`src/rtl/sat_counter.sv`:
```
// Up-counter that sticks at its all-ones value instead of wrapping.
module sat_counter #(
    parameter int CW = 16
) (
    input  logic          clk,
    input  logic          rst,
    input  logic          inc,
    input  logic          clr,
    output logic [CW-1:0] q
);

    always_ff @(posedge clk) begin
        if (!rst || clr)
            q <= '0;
        else if (inc && !(&q))
            q <= q + 1'b1;
    end

endmodule

```
`config.mk`:
```
export PLATFORM = sky130hd
export DESIGN_NAME = sat_counter
export DESIGN_NICKNAME = d
export VERILOG_FILES = /design/src/rtl/sat_counter.sv
export SDC_FILE = /design/constraint.sdc
export NUM_CORES = 1
export LEC_CHECK = 0
export BUFFER_PORTS_ARGS = -buffer_cell sky130_fd_sc_hd__buf_2
export CAP_MARGIN = 0
export CORE_UTILIZATION = 50
export CTS_CLUSTER_DIAMETER = 50
export DETAILED_ROUTE_END_ITERATION = 7
export PLACE_DENSITY_LB_ADDON = 0.2
export SLEW_MARGIN = 25
export SYNTH_ARGS = -nofsm -noshare
export SYNTH_HDL_FRONTEND = slang
export SYNTH_SLANG_ARGS = --single-unit
```
`constraint.sdc`:
```
create_clock -name clk -period 4 [get_ports clk]
set_clock_uncertainty 0.05 [all_clocks]
set_input_delay 0.8 -clock clk [delete_from_list [all_inputs] [get_ports clk]]
set_output_delay 0.8 -clock clk [all_outputs]
set_load 0.01 [all_outputs]
```
==> flow_metrics.py, run 1 <==
metrics = {
    "clock_tree": {
        "h-tree-depth": 1,
        "clkSinkCount": 16,
        "post_cts_buffers": 0,
        "clk_pin_slew_ns": 0.10,
        "holdBufCountCts": 0,
        "clock_latency_ns": 0.30,
        "cts_resized": 0,
        "numCtsBuffers": 3,
        "cts_tree": "done",
        "clockRootBuffer": "clkbuf_4",
        "cts_buffer_depth": 2,
    },
    "global_route": {
        "antenna_found_initial": 0,
        "grt_usage_pct": 20.54,
        "use_met3_pct": 5.417,
        "busiest_layer": "met2",
        "grt_pass1_wl_um": 2939,
        "grt.overflow.total": 0,
        "use_met1_pct": 25.52,
        "grtUsageMet2_pct": 33.94,
        "grt_max_degree": 16,
        "grt_pass1_vias": 691,
    },
    "power": {
        "vdd_drop_max_uv": 186.0,
        "seqPwrFrac_pct": 56.6,
        "swShare_pct": 22.83,
        "p_comb_share_pct": 4.2,
        "netSwitchingPower_w": 0.00006494,
        "p_clk_share_pct": 39.3,
        "design_power_total_w": 0.0002845,
        "p_int_w": 0.0002196,
        "p_leak_nw": 0.3903,
        "powerDensity_nw_per_um2": 287.1,
    },
    "routing": {
        "antenna_left": 0,
        "firstDrtPassIters": 6,
        "routed_wl_um": 1828,
        "drt-initial-drc-count": 12,
        "num_vias": 835,
        "drc": 4,
        "via_per_inst": 6.326,
        "avgRoutedWirePerCell_um": 13.85,
    },
    "finish": {
        "multi_input_area_um2": 511.7,
        "finish.utilization_pct": 63.56,
        "nets": 122,
        "largest_reg_flops": 16,
        "reg_top3": "q x16",
        "syn_to_final_growth_pct": 15.96,
        "drive_gt1_share_pct": 27.59,
        "antenna_cells": 0,
        "top_register": "q",
        "seqCellArea_um2": 320.3,
        "fillerInstances": 137,
    },
    "status": {
        "status": "finished with violations",
        "failed_checks": "design-rule violations",
    },
    "placed_design": {
        "dpl.hpwl_um": 1293,
        "gp_congestion": 0.7167,
        "io_buffers": 19,
    },
    "sta": {
        "setup_viol": 0,
        "fin_crit_sh_pct": 49.86,
        "fin_crit_ns": 1.994,
        "worst_slew_pin_slew_ns": 0.7217,
        "holdWs_ns": 0.4760,
        "timing.fmax_mhz": 501.4,
        "rsz0062_at_grt": "no",
        "hold_violations": 0,
        "tns_ns": 0,
        "relSlewSlack_pct": 51.72,
        "slew_violations": 0,
    },
    "synthesis": {
        "syn_avg_cell_area_um2": 8.902,
        "synth_cell_type_count": 37,
        "ys_async_sr_fraction_pct": 0,
        "synth_edf_count": 0,
        "synth_area_leader_cell": "dfxtp_1",
        "synthCells": 96,
        "ys_seq_area_share_pct": 37.48,
        "syn_area_um2": 854.6,
        "ys.flop_type": "dfxtp_1",
        "yosys.area.top_type_share_pct": 37.48,
        "yosysWarnings": 0,
        "ys_ff_latch": 16,
        "syn_nets": 101,
        "netlist_top_cells_area": "dfxtp_1 37%, a21oi_1 4.1%, nand2_1 4.0%, o41ai_4 3.2%, nand4_1 2.9%",
    },
    "hold_path": {
        "hp-class": "register to register",
    },
    "setup_path": {
        "arrival_ns": 2.12,
        "critPathLaunchType": "register",
        "crit_type": "register to register",
        "cp-end-kind": "register",
        "cp_max_fo": 15,
        "worstPathRequired_ns": 4.12,
    },
    "die": {
        "core_area_um2": 1559,
        "fp.dieW_um": 43.34,
        "die_area_um2": 1878,
        "die_h_um": 43.34,
        "start_util_pct": 54.82,
        "num_io_pins": 20,
        "row_count": 14,
    },
    "run": {
        "drv_cap": 0,
    },
}
## path summary, 6_finish.rpt
| check | from | to | slack [ns] | depth (start not counted) |
|---|---|---|---|---|
| worst max-delay path | q[13] | q[7] | 2.01 | 4 |
| worst min-delay path | q[11] | q[11] | 0.48 | 1 |
| worst max register to register | q[13] | q[7] | 2.01 | 4 |
| worst min register to register | q[11] | q[11] | 0.48 | 1 |
## placed cells by master, fill, tap and decap left out, drive strengths merged, types with 5 or more instances in the layout
cell | synthesis | layout
buf | 1 | 19
nand2 | 9 | 9
a21oi | 7 | 7
dfxtp | 16 | 16
nand4 | 6 | 6
or3 | 5 | 5
o21ai | 5 | 5
## power by group through the flow
stage                 logic, W  clock network (W)  registers, W
CTS                  0.0000118           0.000112      0.000161
global placement     0.0000116                  0      0.000165
global route         0.0000133           0.000120      0.000161
finish               0.0000118           0.000112      0.000161
floorplan           0.00000791                  0      0.000165
detailed placement   0.0000117                  0      0.000165
## through the flow
step,std cells,instance area [µm²],worst slack [ns]
3_3_place_gp,128,954.7,1.943
6_report,132,991.0,2.006
5_1_grt,132,991.0,1.805
3_5_place_dp,128,954.7,1.924
2_1_floorplan,96,854.6,2.120
4_1_cts,132,991.0,2.007
## cell usage after synthesis (all sizes together) (2+ instances only)
cell and number:
dfxtp 16, nand2 9, a21oi 7, nand4 6
o21ai 5, or3 5, nand3 4, nor2 4
nor4 4, or4 4, nor3 3, o21a 3
o31ai 3, and2 2, clkbuf 2, inv 2
nand2b 2, o41ai 2
## cells by family (layout without fill, tap and decap cells)
group	Yosys count	in the layout	synth area share, %
simple gates	47	47	34.11
compound gates	24	24	20.79
flops	16	16	37.48
buf+inv	5	25	2.636
mux	2	2	2.489
fa+ha+maj	1	1	1.464
xor+xnor	1	1	1.025
## layout make-up
cell class                      instances  share of cell area (%)
Timing Repair Buffer                   19                   9.596
Clock buffer                            4                   3.662
Multi-Input combinational cell         75                   51.64
Sequential cell                        16                   32.32
Tap cell                               16                   2.020
Inverter                                2                  0.7576
## metal layers
metal | up-vias | part of all wire, %
li1 | 410 | -
met4 | 0 | 1.9
met1 | 401 | 45
met5 | - | 0
met3 | 4 | 4.2
met2 | 20 | 49
## critical path, cell delays in order (launching register included)
cell,delay [ns]
dfxtp_1,0.44
nand4_1,0.28
o41ai_4,0.80
or4_2,0.24
a21oi_1,0.06
(Power assumes the default switching activity.)
==> run 2: changes to the inputs <==
--- a/config.mk
+++ b/config.mk
@@ -5,6 +5,7 @@
 export SDC_FILE = /design/constraint.sdc
 export NUM_CORES = 1
 export LEC_CHECK = 0
+export ABC_AREA = 1
 export BUFFER_PORTS_ARGS = -buffer_cell sky130_fd_sc_hd__buf_2
 export CAP_MARGIN = 0
 export CORE_UTILIZATION = 50
==> constraint.sdc (replaced) <==
create_clock -name clk -period 2.05 [get_ports clk]
set_clock_uncertainty 0.05 [all_clocks]
set_input_delay 0.41 -clock clk [delete_from_list [all_inputs] [get_ports clk]]
set_output_delay 0.41 -clock clk [all_outputs]
set_load 0.01 [all_outputs]
==> run 2 against run 1 <==
The run now ends clean. Non-clock buffer count up 1. Register-to-register slack got worse by 1.5 ns. Setup slack worse by 1.5 ns. Via count increased by 20%. Count of clock-buffer cells in the layout down 1. Highest routed layer unchanged.
==> flow_metrics.py, run 2 <==
metrics = {
    "status": {
        "status": "finished clean",
    },
    "clock_tree": {
        "holdBufCountCts": 0,
        "cts_tree": "done",
        "numCtsBuffers": 3,
        "clock_latency_ns": 0.28,
        "h-tree-depth": 1,
        "cts_buffer_depth": 2,
        "clockRootBuffer": "clkbuf_4",
        "clkSinkCount": 16,
        "cts_resized": 0,
        "clk_pin_slew_ns": 0.09,
        "post_cts_buffers": 0,
    },
    "global_route": {
        "grt_usage_pct": 21.54,
        "antenna_found_initial": 0,
        "grt_pass1_wl_um": 3318,
        "grt_pass1_vias": 847,
        "grt.overflow.total": 0,
        "grt_max_degree": 18,
    },
    "setup_path": {
        "timing.rr.end": "q[10]",
        "cp-end-kind": "register",
        "arrival_ns": 1.71,
        "critPathLaunchType": "register",
        "ff2ff_path_depth": 8,
        "worstPathRequired_ns": 2.18,
        "crit_type": "register to register",
        "reg2reg_from": "q[0]",
        "reg2reg_slack_ns": 0.48,
        "cp_max_fo": 6,
    },
    "power": {
        "vdd_drop_max_uv": 339.3,
        "design_power_total_w": 0.0005044,
        "p_clk_share_pct": 32.5,
        "netSwitchingPower_w": 0.0001138,
        "p_comb_share_pct": 5.2,
        "seqPwrFrac_pct": 62.3,
        "p_leak_nw": 0.5264,
        "p_int_w": 0.0003906,
        "swShare_pct": 22.56,
        "powerDensity_nw_per_um2": 445.0,
    },
    "sta": {
        "fin_crit_sh_pct": 76.73,
        "rsz0062_at_grt": "no",
        "tns_ns": 0,
        "worst_slew_pin_slew_ns": 0.4365,
        "slew_violations": 0,
        "timing.fmax_mhz": 635.8,
        "hold_violations": 0,
        "setup_viol": 0,
        "relSlewSlack_pct": 70.80,
        "fin_crit_ns": 1.573,
    },
    "placed_design": {
        "place_area_um2": 1111,
        "io_buffers": 19,
        "dpl.hpwl_um": 1669,
        "gp_congestion": 0.8906,
        "placedCellCount": 199,
    },
    "hold_path": {
        "hp-class": "primary input to register",
        "holdPathStages": 4,
        "worstHoldStart": "clr",
        "hold_end": "q[10]",
    },
    "synthesis": {
        "yosys.area.top_type_share_pct": 32.24,
        "synth_area_leader_cell": "dfxtp_1",
        "syn_avg_cell_area_um2": 6.368,
        "yosysMostFrequentCell": "nor2_1",
        "synthCells": 156,
        "syn_nets": 161,
        "ys_seq_area_share_pct": 32.24,
        "ys.flop_type": "dfxtp_1",
        "netlist_top_cells_count": "42 x nor2_1, 36 x nand2_1, 16 x dfxtp_1",
        "synth_cell_type_count": 22,
        "netlist_top_cells_area": "dfxtp_1 32%, nor2_1 16%, nand2_1 14%, inv_1 5.7%, nand3_1 5.5%",
        "syn_area_um2": 993.5,
        "synth_edf_count": 0,
        "yosysWarnings": 0,
        "ys_async_sr_fraction_pct": 0,
        "ys_ff_latch": 16,
    },
    "finish": {
        "multi_input_area_um2": 593.1,
        "finalNonFillerCells": 202,
        "final_cell_mix": "42 x nor2_1, 36 x nand2_1, 19 x buf_2, 16 x dfxtp_1, 15 x inv_1",
        "fillerInstances": 176,
        "drive_gt1_share_pct": 20.90,
        "final_common_cell": "nor2_1",
        "seqCellArea_um2": 320.3,
        "antenna_cells": 0,
        "largest_reg_flops": 16,
        "postLayoutCellArea_um2": 1134,
        "top_register": "q",
        "nets": 184,
        "syn_to_final_growth_pct": 14.11,
        "reg_top3": "q x16",
    },
    "routing": {
        "drc": 0,
        "routed_wl_um": 2102,
        "num_vias": 1003,
        "antenna_left": 0,
        "firstDrtPassIters": 4,
        "drt-initial-drc-count": 28,
        "via_per_inst": 4.965,
        "avgRoutedWirePerCell_um": 10.41,
    },
    "die": {
        "core_area_um2": 1802,
        "start_util_pct": 55.14,
        "fp.dieW_um": 46.58,
        "die_h_um": 46.58,
        "die_area_um2": 2169,
        "num_io_pins": 20,
        "row_count": 15,
    },
    "run": {
        "drv_cap": 0,
    },
}
==> run 2: cell count changes in the layout (fill, tap and decap cells not counted), moves of 4 or more <==
cell     change
inv_1       +13
nand2_1     +27
nand3_1      +7
nor2_1      +38
nor4_1       -4
==> run 2: kinds of logic after synthesis <==
kind of cell | Yosys count | synth area share, %
flops | 16 | 32.24
compound gates | 13 | 6.926
buf+inv | 19 | 8.060
simple gates | 107 | 51.51
fa+ha+maj | 1 | 1.259
==> run 2: critical path, cell delays in order (launching register included) <==
cell and delay, ns:
dfxtp_1 0.40, ha_1 0.24, nand3_4 0.14, nor2_1 0.20, nand2_1 0.10, nor2_1 0.14
nand3_1 0.09, nand2_1 0.07, nor2_1 0.04
==> run 2: power by group through the flow <==
stage	Combinational [W]	Clock [W]	Sequential, W
final	0.0000263	0.000164	0.000314
after floorplan	0.0000159	0	0.000322
after detailed placement	0.0000264	0	0.000322
after CTS	0.0000266	0.000171	0.000314
after global placement	0.0000258	0	0.000321
after global routing	0.0000303	0.000183	0.000315
==> run 2: how the worst max path moves through the flow <==
| stage | cells after the start | startpoint | endpoint | slack [ns] |
|---|---|---|---|---|
| 3_3_place_gp | 8 | q[0] | q[10] | 0.56 |
| 3_5_place_dp | 8 | q[0] | q[10] | 0.49 |
| 6_report | 8 | q[0] | q[10] | 0.48 |
| 5_1_grt | 8 | q[0] | q[10] | 0.30 |
| 4_1_cts | 8 | q[0] | q[10] | 0.46 |
| 2_1_floorplan | 7 | q[0] | q[2] | 0.55 |
==> run 2: layout make-up <==
cell class | instances | share of cell area [%]
clock buffers | 3 | 1.987
inverters | 17 | 5.629
multi-input cells | 121 | 52.32
flip-flops and latches | 16 | 28.26
well taps | 25 | 2.759
repair buffers | 20 | 9.051
==> run 2: layer usage <==
layer  share of wire, %  track usage [%]  wire [µm]  vias up
met5                  0                0          0        -
met4                1.1            12.35         23        0
met3                4.6            3.922         96        4
met2                 48            34.44       1007       27
met1                 46            26.57        974      434
li1                   -                -          -      538
==> run 2: per-stage QoR <==
| stage | utilization, % | worst slack [ns] | hold slack, ns |
|---|---|---|---|
| floorplan | - | 0.5500 | 0.4858 |
| global placement | 61.67 | 0.5603 | 0.4571 |
| detailed placement | 61.67 | 0.4905 | 0.4700 |
| CTS | 62.92 | 0.4624 | 0.4096 |
| global route | 62.92 | 0.2958 | 0.4213 |
| finish | 62.92 | 0.4771 | 0.4102 |
==> run 3: changes to the inputs <==
--- a/config.mk
+++ b/config.mk
@@ -8,7 +8,7 @@
 export ABC_AREA = 1
 export BUFFER_PORTS_ARGS = -buffer_cell sky130_fd_sc_hd__buf_2
 export CAP_MARGIN = 0
-export CORE_UTILIZATION = 50
+export CORE_UTILIZATION = 48
 export CTS_CLUSTER_DIAMETER = 50
 export DETAILED_ROUTE_END_ITERATION = 7
 export PLACE_DENSITY_LB_ADDON = 0.2
==> constraint.sdc (replaced) <==
create_clock -name clk -period 1.38 [get_ports clk]
set_clock_uncertainty 0.05 [all_clocks]
set_input_delay 0.276 -clock clk [delete_from_list [all_inputs] [get_ports clk]]
set_output_delay 0.276 -clock clk [all_outputs]
set_load 0.01 [all_outputs]
==> run 3 against run 2 <==
The run now ends with negative setup slack left. Via count up 12%. Final cell count up 12%. Highest routed layer unchanged. Largest cell class unchanged. Worst hold slack worse by 0.048 ns. Die area increased by 4.0%. Routed wire length increased by 34%. Count of clock-buffer cells in the layout grew 1. Global-route usage grew 4.6 points.
==> flow_metrics.py, run 3 (synthesis results as in run 2) <==
metrics = {
    "clock_tree": {
        "clockRootBuffer": "clkbuf_4",
        "cts_buffer_depth": 2,
        "clock_latency_ns": 0.29,
        "h-tree-depth": 1,
        "holdBufCountCts": 0,
        "clk_pin_slew_ns": 0.10,
        "post_cts_buffers": 0,
        "cts_tree": "done",
        "numCtsBuffers": 3,
        "clkSinkCount": 16,
    },
    "finish": {
        "final_common_cell": "nor2_1",
        "multi_input_area_um2": 674.4,
        "top_register": "q",
        "reg_top3": "q x16",
        "antenna_cells": 0,
        "syn_to_final_growth_pct": 40.30,
        "drive_gt1_share_pct": 39.00,
        "finalNonFillerCells": 227,
        "seqCellArea_um2": 325.3,
        "postLayoutCellArea_um2": 1394,
        "nets": 206,
        "final_cell_mix": "35 x nor2_1, 32 x nand2_1, 22 x buf_4, 19 x buf_2, 14 x inv_1",
        "largest_reg_flops": 16,
        "fillerInstances": 201,
    },
    "placed_design": {
        "gp_congestion": 0.8162,
        "io_buffers": 19,
        "place_area_um2": 1286,
        "pre_cts_slack_ns": -0.04357,
        "dpl.hpwl_um": 1984,
        "placedCellCount": 222,
    },
    "setup_path": {
        "cp_max_fo": 9,
        "critPathMaxStageDelay_ns": 0.37,
        "timing.rr.end": "q[4]",
        "reg2reg_from": "q[1]",
        "cp-end-kind": "register",
        "cp_num_buf_inv": 0,
        "ff2ff_path_depth": 6,
        "critPathLaunchType": "register",
        "worstPathRequired_ns": 1.53,
        "crit_type": "register to register",
        "crit_slowest_cell": "dfxtp_2",
        "path_delay_family": "simple AND/OR/NAND/NOR gates",
        "worstPathCellList": "ha_4 -> nand3_4 -> nor2_8 -> nand3_4 -> a21oi_1 -> nor2_1",
        "arrival_ns": 1.56,
        "reg2reg_slack_ns": -0.03,
        "crit_top_cell": "nand3_4",
    },
    "routing": {
        "dr_wl_met2_um": 1410,
        "drt-initial-drc-count": 52,
        "num_vias": 1128,
        "top_layer": "met4",
        "drc": 0,
        "antenna_left": 0,
        "routed_wl_um": 2816,
        "wl_met1_um": 1254,
        "avgRoutedWirePerCell_um": 12.41,
        "via_per_inst": 4.969,
        "firstDrtPassIters": 4,
        "met3WireLength_um": 118,
    },
    "power": {
        "swShare_pct": 23.48,
        "p_comb_share_pct": 6.2,
        "p_leak_nw": 0.6598,
        "p_clk_share_pct": 38.6,
        "seqPwrFrac_pct": 55.2,
        "netSwitchingPower_w": 0.0001987,
        "vdd_drop_max_uv": 557.1,
        "p_int_w": 0.0006477,
        "powerDensity_nw_per_um2": 607.3,
    },
    "global_route": {
        "grt_max_degree": 18,
        "grt_usage_pct": 26.10,
        "grt.overflow.total": 0,
        "grt_pass1_wl_um": 3967,
        "antenna_found_initial": 0,
        "grt_pass1_vias": 932,
    },
    "die": {
        "row_count": 16,
        "start_util_pct": 50.64,
        "num_io_pins": 20,
        "core_area_um2": 1962,
        "fp.dieW_um": 47.50,
        "die_h_um": 47.50,
        "die_area_um2": 2256,
    },
    "sta": {
        "fin_crit_sh_pct": 102.2,
        "worst_slew_pin_slew_ns": 0.3217,
        "relSlewSlack_pct": 78.39,
        "fin_ws_ns": -0.03070,
        "fin_crit_ns": 1.411,
        "timing.fmax_mhz": 708.9,
        "hold_violations": 0,
        "rsz0062_at_grt": "yes",
        "tns_ns": -0.09108,
        "setup_viol": 6,
        "slew_violations": 0,
    },
    "run": {
        "drv_cap": 0,
    },
    "hold_path": {
        "hp-class": "primary input to register",
        "worstHoldStart": "clr",
        "holdPathStages": 5,
        "hold_end": "q[6]",
    },
    "status": {
        "status": "finished with violations",
        "failed_checks": "negative setup slack",
    },
}
-- run 3: how the worst max path moves through the flow --
stage,start,endpoint,slack [ns],depth (start not counted)
after floorplan,q[0],q[2],0.003,7
after global placement,q[1],q[4],0.003,6
after detailed placement,q[1],q[4],-0.04,6
after CTS,q[1],q[4],-0.06,6
after global routing,q[1],q[15],-0.09,7
final,q[1],q[4],-0.03,6
-- run 3: power groups by stage --
stage	Clock [W]	Sequential [W]	Combinational, W
floorplan	0	0.000480	0.0000242
global placement	0	0.000478	0.0000472
detailed placement	0	0.000478	0.0000497
CTS	0.000335	0.000467	0.0000499
global route	0.000353	0.000468	0.0000598
finish	0.000327	0.000467	0.0000521
-- run 3: through the flow --
step | util [%] | hold slack [ns] | power, W
floorplan | - | 0.4313 | 0.0005045
global placement | 65.56 | 0.5006 | 0.0005248
detailed placement | 65.56 | 0.4987 | 0.0005277
CTS | 67.41 | 0.3671 | 0.0008522
global route | 71.05 | 0.3798 | 0.0008804
finish | 71.05 | 0.3625 | 0.0008464
-- run 3: worst reg2reg max path, delay by kind of cell, from the launching register on --
| family | cells | cell delay (ns) |
|---|---|---|
| adders and majority gates | 1 | 0.15 |
| and+or+nand+nor | 4 | 0.56 |
| AOI/OAI and AO/OA | 1 | 0.18 |
| DFF | 1 | 0.37 |
-- run 3: area by class of cell --
class                      instances  share of cell area [%]
clock buffer                       4                   2.603
inverter                          17                   4.578
multi-input combinational        122                   48.38
sequential                        16                   23.34
tap                               27                   2.424
timing repair buffer              41                   18.67
-- run 3: timing repair --
item                                    4_1_cts  5_1_grt
pin swaps                                     0        3
cloned                                        0        1
gates resized for setup                       0       20
endpoints found under the setup margin       11       16
-- run 3: layer usage --
layer,vias up,global-route usage [%]
li1,586,-
met1,512,33.87
met2,26,43.01
met3,4,4.528
met4,0,10.29
met5,-,0
